==> src/rtl/hack_rom_loader_pkg.sv <==
// -----------------------------------------------------------------------------
// hack_rom_loader_pkg
// Shared definitions for the ROM-loader receive path of the Hack SoC:
//   - 23LC1024 opcodes used by the loader (write, enter-SQI)
//   - loader FSM state encoding
//   - synchronizer depth for the asynchronous loader pins
//   - width of the serial shift word handed to the QSPI shifter
// -----------------------------------------------------------------------------
package hack_rom_loader_pkg;

  localparam logic [7:0] SRAM_CMD_WRITE = 8'h02;
  localparam logic [7:0] SRAM_CMD_EQIO  = 8'h38;

  localparam int SYNC_STAGES = 2;

  // Largest frame sent: 8-bit opcode + 24-bit address + 16-bit data.
  localparam int SHIFT_W = 48;

  typedef enum logic [2:0] {
    ST_IDLE,
    ST_QUAD_EN,
    ST_WAIT_SCK,
    ST_WRITE,
    ST_ACK_HI
  } rx_state_e;

  typedef enum logic {
    MODE_SPI = 1'b0,
    MODE_SQI = 1'b1
  } qspi_mode_e;

endpackage

==> src/rtl/qspi_write_shifter.sv <==
// -----------------------------------------------------------------------------
// qspi_write_shifter
// Emits one write-only CS frame to a 23LC1024 in SPI (1 bit per clock on SIO0)
// or SQI (1 nibble per clock on SIO3..0) mode, MSB first.
// Frame timing, counted in clk cycles from the start pulse being accepted:
//   cycle 0          : CS low, SCK low, first unit on SIO (CS setup)
//   cycles 1..2N     : SCK low/high pairs, SIO updated only while SCK is low
//   cycle 2N+1       : SCK low, CS still low (CS hold), done pulses here
//   cycle 2N+2       : CS high
// Ports:
//   clk, reset     clock, synchronous active-high reset
//   start          pulse, accepted only while no frame is active
//   mode_sqi       1 = SQI nibbles, 0 = SPI bits
//   bit_count      total bits to send from shift_word (MSB-aligned)
//   shift_word     frame contents, left-aligned
//   cs_n, sck, sio registered SRAM bus outputs
//   done           one-cycle pulse during the CS hold cycle
// -----------------------------------------------------------------------------
module qspi_write_shifter
  import hack_rom_loader_pkg::*;
(
  input  logic               clk,
  input  logic               reset,
  input  logic               start,
  input  logic               mode_sqi,
  input  logic [5:0]         bit_count,
  input  logic [SHIFT_W-1:0] shift_word,
  output logic               cs_n,
  output logic               sck,
  output logic [3:0]         sio,
  output logic               done
);

  logic               active_q, active_d;
  logic [6:0]         cnt_q, cnt_d;
  logic [6:0]         last_q, last_d;
  logic               sqi_q, sqi_d;
  logic [SHIFT_W-1:0] shreg_q, shreg_d;
  logic               cs_n_q, cs_n_d;
  logic               sck_q, sck_d;
  logic [3:0]         sio_q, sio_d;
  logic               done_q, done_d;
  logic [5:0]         units;

  // In SPI mode SIO2/SIO3 are WP#/HOLD#; keep them high so the SRAM never holds.
  function automatic logic [3:0] lead_unit(input logic sqi, input logic [SHIFT_W-1:0] w);
    return sqi ? w[SHIFT_W-1 -: 4] : {3'b110, w[SHIFT_W-1]};
  endfunction

  always_comb begin
    active_d = active_q;
    cnt_d    = cnt_q;
    last_d   = last_q;
    sqi_d    = sqi_q;
    shreg_d  = shreg_q;
    cs_n_d   = cs_n_q;
    sck_d    = sck_q;
    sio_d    = sio_q;
    done_d   = 1'b0;
    units    = mode_sqi ? {2'b00, bit_count[5:2]} : bit_count;

    if (!active_q) begin
      if (start) begin
        active_d = 1'b1;
        cnt_d    = '0;
        last_d   = {units, 1'b1};
        sqi_d    = mode_sqi;
        cs_n_d   = 1'b0;
        sck_d    = 1'b0;
        sio_d    = lead_unit(mode_sqi, shift_word);
        shreg_d  = mode_sqi ? (shift_word << 4) : (shift_word << 1);
      end
    end else if (cnt_q == last_q) begin
      active_d = 1'b0;
      cs_n_d   = 1'b1;
      sck_d    = 1'b0;
      sio_d    = '0;
    end else begin
      cnt_d = cnt_q + 7'd1;
      // Even cycles are SCK-high; odd cycles (incl. the hold cycle) are low.
      sck_d = ~cnt_d[0];
      // The first unit was presented during setup, so shifting starts at unit 1.
      if (cnt_d[0] && (cnt_d >= 7'd3) && (cnt_d != last_q)) begin
        sio_d   = lead_unit(sqi_q, shreg_q);
        shreg_d = sqi_q ? (shreg_q << 4) : (shreg_q << 1);
      end
      done_d = (cnt_d == last_q);
    end
  end

  always_ff @(posedge clk) begin
    if (reset) begin
      active_q <= 1'b0;
      cnt_q    <= '0;
      last_q   <= '0;
      sqi_q    <= 1'b0;
      cs_n_q   <= 1'b1;
      sck_q    <= 1'b0;
      sio_q    <= '0;
      done_q   <= 1'b0;
    end else begin
      active_q <= active_d;
      cnt_q    <= cnt_d;
      last_q   <= last_d;
      sqi_q    <= sqi_d;
      cs_n_q   <= cs_n_d;
      sck_q    <= sck_d;
      sio_q    <= sio_d;
      done_q   <= done_d;
    end
  end

  always_ff @(posedge clk) begin
    shreg_q <= shreg_d;
  end

  assign cs_n = cs_n_q;
  assign sck  = sck_q;
  assign sio  = sio_q;
  assign done = done_q;

endmodule

==> src/rtl/rom_loader_rx.sv <==
// -----------------------------------------------------------------------------
// rom_loader_rx
// Receives instruction words from the external ROM loader over a four-phase
// load/sck/ack handshake and writes each one into the 23LC1024 instruction
// SRAM. While a session is active it owns the SRAM bus and raises busy, which
// the SoC uses to hold the CPU in reset.
// Ports:
//   clk, reset                  clock, synchronous active-high reset
//   rom_loader_load             session enable (asynchronous)
//   rom_loader_sck              word strobe (asynchronous), data valid while high
//   rom_loader_data             instruction word
//   rom_loader_ack              word committed to SRAM
//   busy                        session active
//   rom_cs_n, rom_sck           SRAM chip select / serial clock
//   rom_sio_oe, rom_sio0..3_o   SRAM SIO drive enable and data
//   words_loaded                words committed in the current/last session
// -----------------------------------------------------------------------------
module rom_loader_rx
  import hack_rom_loader_pkg::*;
#(
  parameter int DATA_WIDTH      = 16,
  parameter int WORD_ADDR_WIDTH = 16,
  parameter int SRAM_ADDR_WIDTH = 24
) (
  input  logic                       clk,
  input  logic                       reset,
  input  logic                       rom_loader_load,
  input  logic                       rom_loader_sck,
  input  logic [DATA_WIDTH-1:0]      rom_loader_data,
  output logic                       rom_loader_ack,
  output logic                       busy,
  output logic                       rom_cs_n,
  output logic                       rom_sck,
  output logic                       rom_sio_oe,
  output logic                       rom_sio0_o,
  output logic                       rom_sio1_o,
  output logic                       rom_sio2_o,
  output logic                       rom_sio3_o,
  output logic [WORD_ADDR_WIDTH-1:0] words_loaded
);

  localparam int         FRAME_W    = 8 + SRAM_ADDR_WIDTH + DATA_WIDTH;
  localparam logic [5:0] WRITE_BITS = 6'(FRAME_W);
  localparam logic [5:0] EQIO_BITS  = 6'd8;

  logic [SYNC_STAGES-1:0]     load_sync_q, sck_sync_q;
  logic                       sck_prev_q;
  logic                       load_s, sck_s, sck_rise;

  rx_state_e                  state_q;
  logic                       ack_q, busy_q, start_q;
  logic [WORD_ADDR_WIDTH-1:0] word_count_q;
  qspi_mode_e                 mode_q;
  logic [5:0]                 bits_q;
  logic [SHIFT_W-1:0]         frame_q;

  logic                       sh_cs_n, sh_sck, sh_done;
  logic [3:0]                 sh_sio;

  // Opcode, byte address (word index * 2) and data, left-aligned in the shift word.
  function automatic logic [SHIFT_W-1:0] write_frame(input logic [WORD_ADDR_WIDTH-1:0] word_idx,
                                                     input logic [DATA_WIDTH-1:0]      data);
    logic [FRAME_W-1:0] f;
    f = {SRAM_CMD_WRITE, SRAM_ADDR_WIDTH'({word_idx, 1'b0}), data};
    return SHIFT_W'(f) << (SHIFT_W - FRAME_W);
  endfunction

  assign load_s   = load_sync_q[SYNC_STAGES-1];
  assign sck_s    = sck_sync_q[SYNC_STAGES-1];
  assign sck_rise = sck_s & ~sck_prev_q;

  always_ff @(posedge clk) begin
    if (reset) begin
      load_sync_q <= '0;
      sck_sync_q  <= '0;
      sck_prev_q  <= 1'b0;
    end else begin
      load_sync_q <= {load_sync_q[SYNC_STAGES-2:0], rom_loader_load};
      sck_sync_q  <= {sck_sync_q[SYNC_STAGES-2:0], rom_loader_sck};
      sck_prev_q  <= sck_s;
    end
  end

  // Loader FSM. Frame setup (mode/bits/frame) is plain data and not reset;
  // it only matters in the cycle start_q is high.
  always_ff @(posedge clk) begin
    if (reset) begin
      state_q      <= ST_IDLE;
      ack_q        <= 1'b0;
      busy_q       <= 1'b0;
      start_q      <= 1'b0;
      word_count_q <= '0;
    end else begin
      start_q <= 1'b0;
      case (state_q)
        ST_IDLE: begin
          if (load_s) begin
            busy_q       <= 1'b1;
            word_count_q <= '0;
            start_q      <= 1'b1;
            mode_q       <= MODE_SPI;
            bits_q       <= EQIO_BITS;
            frame_q      <= {SRAM_CMD_EQIO, {(SHIFT_W-8){1'b0}}};
            state_q      <= ST_QUAD_EN;
          end
        end
        // A dropped load only takes effect once the frame in flight has closed.
        ST_QUAD_EN: begin
          if (sh_done) begin
            if (!load_s) begin
              busy_q  <= 1'b0;
              state_q <= ST_IDLE;
            end else begin
              state_q <= ST_WAIT_SCK;
            end
          end
        end
        ST_WAIT_SCK: begin
          if (!load_s) begin
            busy_q  <= 1'b0;
            state_q <= ST_IDLE;
          end else if (sck_rise) begin
            start_q <= 1'b1;
            mode_q  <= MODE_SQI;
            bits_q  <= WRITE_BITS;
            frame_q <= write_frame(word_count_q, rom_loader_data);
            state_q <= ST_WRITE;
          end
        end
        ST_WRITE: begin
          if (sh_done) begin
            word_count_q <= word_count_q + WORD_ADDR_WIDTH'(1);
            if (!load_s) begin
              busy_q  <= 1'b0;
              state_q <= ST_IDLE;
            end else begin
              ack_q   <= 1'b1;
              state_q <= ST_ACK_HI;
            end
          end
        end
        ST_ACK_HI: begin
          if (!load_s) begin
            ack_q   <= 1'b0;
            busy_q  <= 1'b0;
            state_q <= ST_IDLE;
          end else if (!sck_s) begin
            ack_q   <= 1'b0;
            state_q <= ST_WAIT_SCK;
          end
        end
        default: state_q <= ST_IDLE;
      endcase
    end
  end

  qspi_write_shifter u_shifter (
    .clk        (clk),
    .reset      (reset),
    .start      (start_q),
    .mode_sqi   (mode_q == MODE_SQI),
    .bit_count  (bits_q),
    .shift_word (frame_q),
    .cs_n       (sh_cs_n),
    .sck        (sh_sck),
    .sio        (sh_sio),
    .done       (sh_done)
  );

  assign rom_cs_n       = sh_cs_n;
  assign rom_sck        = sh_sck;
  assign rom_sio_oe     = ~sh_cs_n;
  assign rom_sio0_o     = sh_sio[0];
  assign rom_sio1_o     = sh_sio[1];
  assign rom_sio2_o     = sh_sio[2];
  assign rom_sio3_o     = sh_sio[3];
  assign rom_loader_ack = ack_q;
  assign busy           = busy_q;
  assign words_loaded   = word_count_q;

endmodule
==> config.mk <==
export PLATFORM = sky130hd
export DESIGN_NAME = rom_loader_rx
export DESIGN_NICKNAME = d
export VERILOG_FILES = /design/src/rtl/hack_rom_loader_pkg.sv /design/src/rtl/qspi_write_shifter.sv /design/src/rtl/rom_loader_rx.sv
export SDC_FILE = /design/constraint.sdc
export NUM_CORES = 1
export LEC_CHECK = 0
export CAP_MARGIN = 20
export CORE_AREA = 2 2 127 129
export CTS_BUF_LIST = sky130_fd_sc_hd__clkbuf_4 sky130_fd_sc_hd__clkbuf_8
export CTS_CLUSTER_DIAMETER = 30
export DETAILED_ROUTE_END_ITERATION = 7
export DIE_AREA = 0 0 129 131
export GPL_ROUTABILITY_DRIVEN = 0
export PLACE_DENSITY_LB_ADDON = 0.1
export SYNTH_ARGS = -nofsm -noshare
export SYNTH_HDL_FRONTEND = slang
export SYNTH_HIERARCHICAL = 1
export SYNTH_SLANG_ARGS = --single-unit
==> constraint.sdc <==
create_clock -name clk -period 5.8 [get_ports clk]
set_input_delay 1.16 -clock clk [delete_from_list [all_inputs] [get_ports clk]]
set_output_delay 1.16 -clock clk [all_outputs]
set_load 0.1 [all_outputs]
==> reports/results.tsv <==
stage	metric	value	unit
power	peakVddDrop	0.000156	V
cts	cts_setup_buffers	0	
synth	syn_inst	637	
sta	fmax	0.306	GHz
sta	min_period	3.26	ns
placed_design	portBuffers	44	
placed_design	hpwl	8870	microns
route	final_antenna_net_count	0	
status	outcome	complete, no violations	
floorplan	core-area	0.0156	sq mm
synth	synth_area_per_cell	10.7	sq um
power	pwr-share-seq	49.7	%
worst_setup_path	path_buf_inv	1	
cts	cts_max_level	4	
power	swShare	22.6	%
floorplan	ios	45	
global_route	grtUsageTotal	17.6	%
route	dr.pass1.iters	5	
worst_setup_path	path_cells	clkdlybuf4s50_1	
final_layout	multiInputGateArea	0.00314	sq mm
cts	cts.clk_slew.worst_paths	0.08	ns
power	power.density	262	mW/mm^2
worst_setup_path	worstPathRequired	4.64	ns
floorplan	rows	46	
synth	ys_top_cells_by_count	83 x edfxtp_1, 73 x a21oi_1, 52 x a211oi_1	
worst_hold_path	hold_path_class	flip-flop to flip-flop	
cts	cts_resized	0	
worst_setup_path	cp_slowest_cell	clkdlybuf4s50_1	
floorplan	initial_core_util	43.7	%
cts	cts_buffer_depth	2	
route	wl	14000	microns
power	cellLeakagePower	2.57	nW
worst_setup_path	worst_ep_arrival_time	2.10	ns
synth	syn_area	0.00681	sq mm
global_route	grt_overflow	0	
global_route	grt_pass1_wl	23200	microns
synth	synth_compound_gate_area_share	16.8	%
synth	yosysMostFrequentCell	edfxtp_1	
synth	synth_area_leaders	edfxtp_1 37%, dfxtp_1 15%, mux2i_1 7.4%	
synth	synth_ff_type	edfxtp_1	
route	vias	4849	
final_layout	drive_above_1_share	8.61	%
synth	synthAdderAreaFrac	0.551	%
sta	rsz0062_at_grt	no	
synth	synth_mux_area_share	7.52	%
floorplan	die_h	131	microns
worst_setup_path	r2r_cells	7	
synth	synth_warnings	6	
floorplan	die_w	129	microns
worst_setup_path	rrSetupSlack	3.10	ns
sta	setup-tns-final	0	ns
sta	max_slew.worst_pin.slew	1.08	ns
sta	finalSetupViolCount	0	
cts	hold_buffers	0	
worst_setup_path	crit_type	flip-flop to output pin	
sta	finClkSkew	0.0152	ns
cts	cts_tree	yes	
synth	synth_top_family_by_area	compound AO/OA/AOI/OAI gates	
sta	layout_worst_path_cycle_share	56.3	%
final_layout	n_antenna_cell	0	
route	vias_per_cell	5.31	
synth	synth_xor_area_share	3.07	%
sta	slew_viol_final	0	
route	drtIter0Drc	367	
floorplan	die-area	0.0169	sq mm
final_layout	nNetsFinal	707	
global_route	grt_max_degree	115	
cts	numCtsBuffers	17	
synth	ys_types	69	
power	clkPwrFrac	43.6	%
worst_setup_path	crit_path_end_kind	output pin	
synth	synth_edf_count	83	
power	switching_power	0.000470	W
route	drc	0	
worst_hold_path	whs_endpoint	load_sync_q[1]	
worst_setup_path	reg2reg_to	u_shifter/shreg_q[13]	
worst_hold_path	min_from	load_sync_q[0]	
power	share_comb_of_total_power	6.8	%
synth	synthArstFlopShare	0	%
worst_setup_path	startpoint	words_loaded[2]	
worst_setup_path	path_delay_family	buffers and inverters	
worst_setup_path	critPathMaxFanout	7	
cts	clk-insertion-delay-late	0.44	ns
sta	relSlewSlack	28.1	%
run	maxCapViolations	0	
cts	cts_sinks	133	
sta	final_hold_viol_count	0	
global_route	first_global_vias	4541	
worst_setup_path	worstSetupStartpointType	flip-flop	
synth	synth.top_cell.area_share	36.6	%
cts	cts_root_buf	clkbuf_8	
final_layout	n_fill_cell	1435	
synth	yosys.area.top_type	edfxtp_1	
worst_setup_path	slowest_delay	1.19	ns
global_route	antenna_found_initial	0	
synth	ys_ff_latch	133	
synth	synthSimpleGateAreaFrac	16.3	%
final_layout	synthToLayoutAreaGrowth	16.2	%
power	internal_power	0.00161	W
route	wl_per_cell	15.4	microns
final_layout	ff_latch_area	0.00350	sq mm
worst_hold_path	hold_depth	1	
synth	yosysSeqAreaShare	51.3	%
sta	holdWs	0.439	ns
worst_setup_path	r2r_start	u_shifter/cnt_q[0]	
-- worst max-delay path by stage --
stage,to,slack (ns),cells past startpoint
after detailed placement,frame_q[0],2.93,4
after global placement,frame_q[0],2.97,4
after global routing,words_loaded[10],2.46,1
after CTS,words_loaded[2],2.52,1
after floorplan,u_shifter/shreg_q[10],0.46,6
final,words_loaded[2],2.54,1
-- cell usage in the layout (no fill, tap or decap), types with 7 or more instances in the layout --
cell type and count:
inv_1 12, xnor2_1 12, clkbuf_8 18, dfxtp_1 48, nand4_1 9, nor2_1 35, nor2b_1 48, and2_1 32
nand2_1 11, a211oi_1 52, mux2i_1 50, or3_1 8, xor2_1 10, o21ai_0 11, conb_1 28, a21oi_1 73
edfxtp_1 83, clkdlybuf4s50_1 44, buf_4 7
-- flip-flops by register name, indices dropped and copies added, names as in the netlist --
signal              flops
u_shifter/shreg_q      47
frame_q                34
words_loaded           16
u_shifter/cnt_q         7
u_shifter/last_q        7
u_shifter/sio           4
state_q                 3
bits_q                  2
load_sync_q             2
sck_sync_q              2
busy                    1
rom_loader_ack          1
sck_prev_q              1
start_q                 1
u_shifter/active_q      1
u_shifter/cs_n          1
u_shifter/done          1
u_shifter/sck           1
u_shifter/sqi_q         1
-- cell type report --
cell class | instances | area share [%]
Sequential cell | 133 | 44.2
Timing Repair Buffer | 51 | 6.23
Clock buffer | 20 | 3.32
Tap cell | 216 | 3.42
Clock inverter | 12 | 2.53
Inverter | 12 | 0.570
Multi-Input combinational cell | 469 | 39.7
-- per-layer routing --
metal  part of all wire [%]  global-route usage, %
met4                    2.1                   6.59
met5                      0                      0
met3                    4.6                   4.80
met1                     49                   24.4
met2                     44                   26.4
-- logic make-up after synthesis --
group,after synthesis
DFF,133
other,1
muxes,51
adders and majority gates,3
xor gates and xnor gates,23
buffers and inverters,62
AOI/OAI and AO/OA,177
and+or+nand+nor,187
-- through the flow --
step | std cells | power [W] | cell area, sq um | setup slack (ns) | utilization (%)
6_report | 913 | 0.00208 | 7910 | 2.54 | 50.7
5_1_grt | 913 | 0.00216 | 7910 | 2.46 | 50.7
4_1_cts | 913 | 0.00210 | 7910 | 2.52 | 50.7
3_5_place_dp | 881 | 0.00119 | 7450 | 2.93 | 47.7
3_3_place_gp | 881 | 0.00119 | 7450 | 2.97 | 47.7
2_1_floorplan | 664 | 0.00116 | 6910 | 0.456 | -
-- power groups by stage --
| stage | clock (W) | combinational (W) | sequential (W) |
|---|---|---|---|
| after floorplan | 0 | 0.0000943 | 0.00106 |
| after global placement | 0 | 0.000138 | 0.00105 |
| after detailed placement | 0 | 0.000140 | 0.00105 |
| after CTS | 0.000926 | 0.000140 | 0.00103 |
| after global routing | 0.000968 | 0.000155 | 0.00103 |
| final | 0.000904 | 0.000141 | 0.00103 |
(Power assumes the default switching activity.)
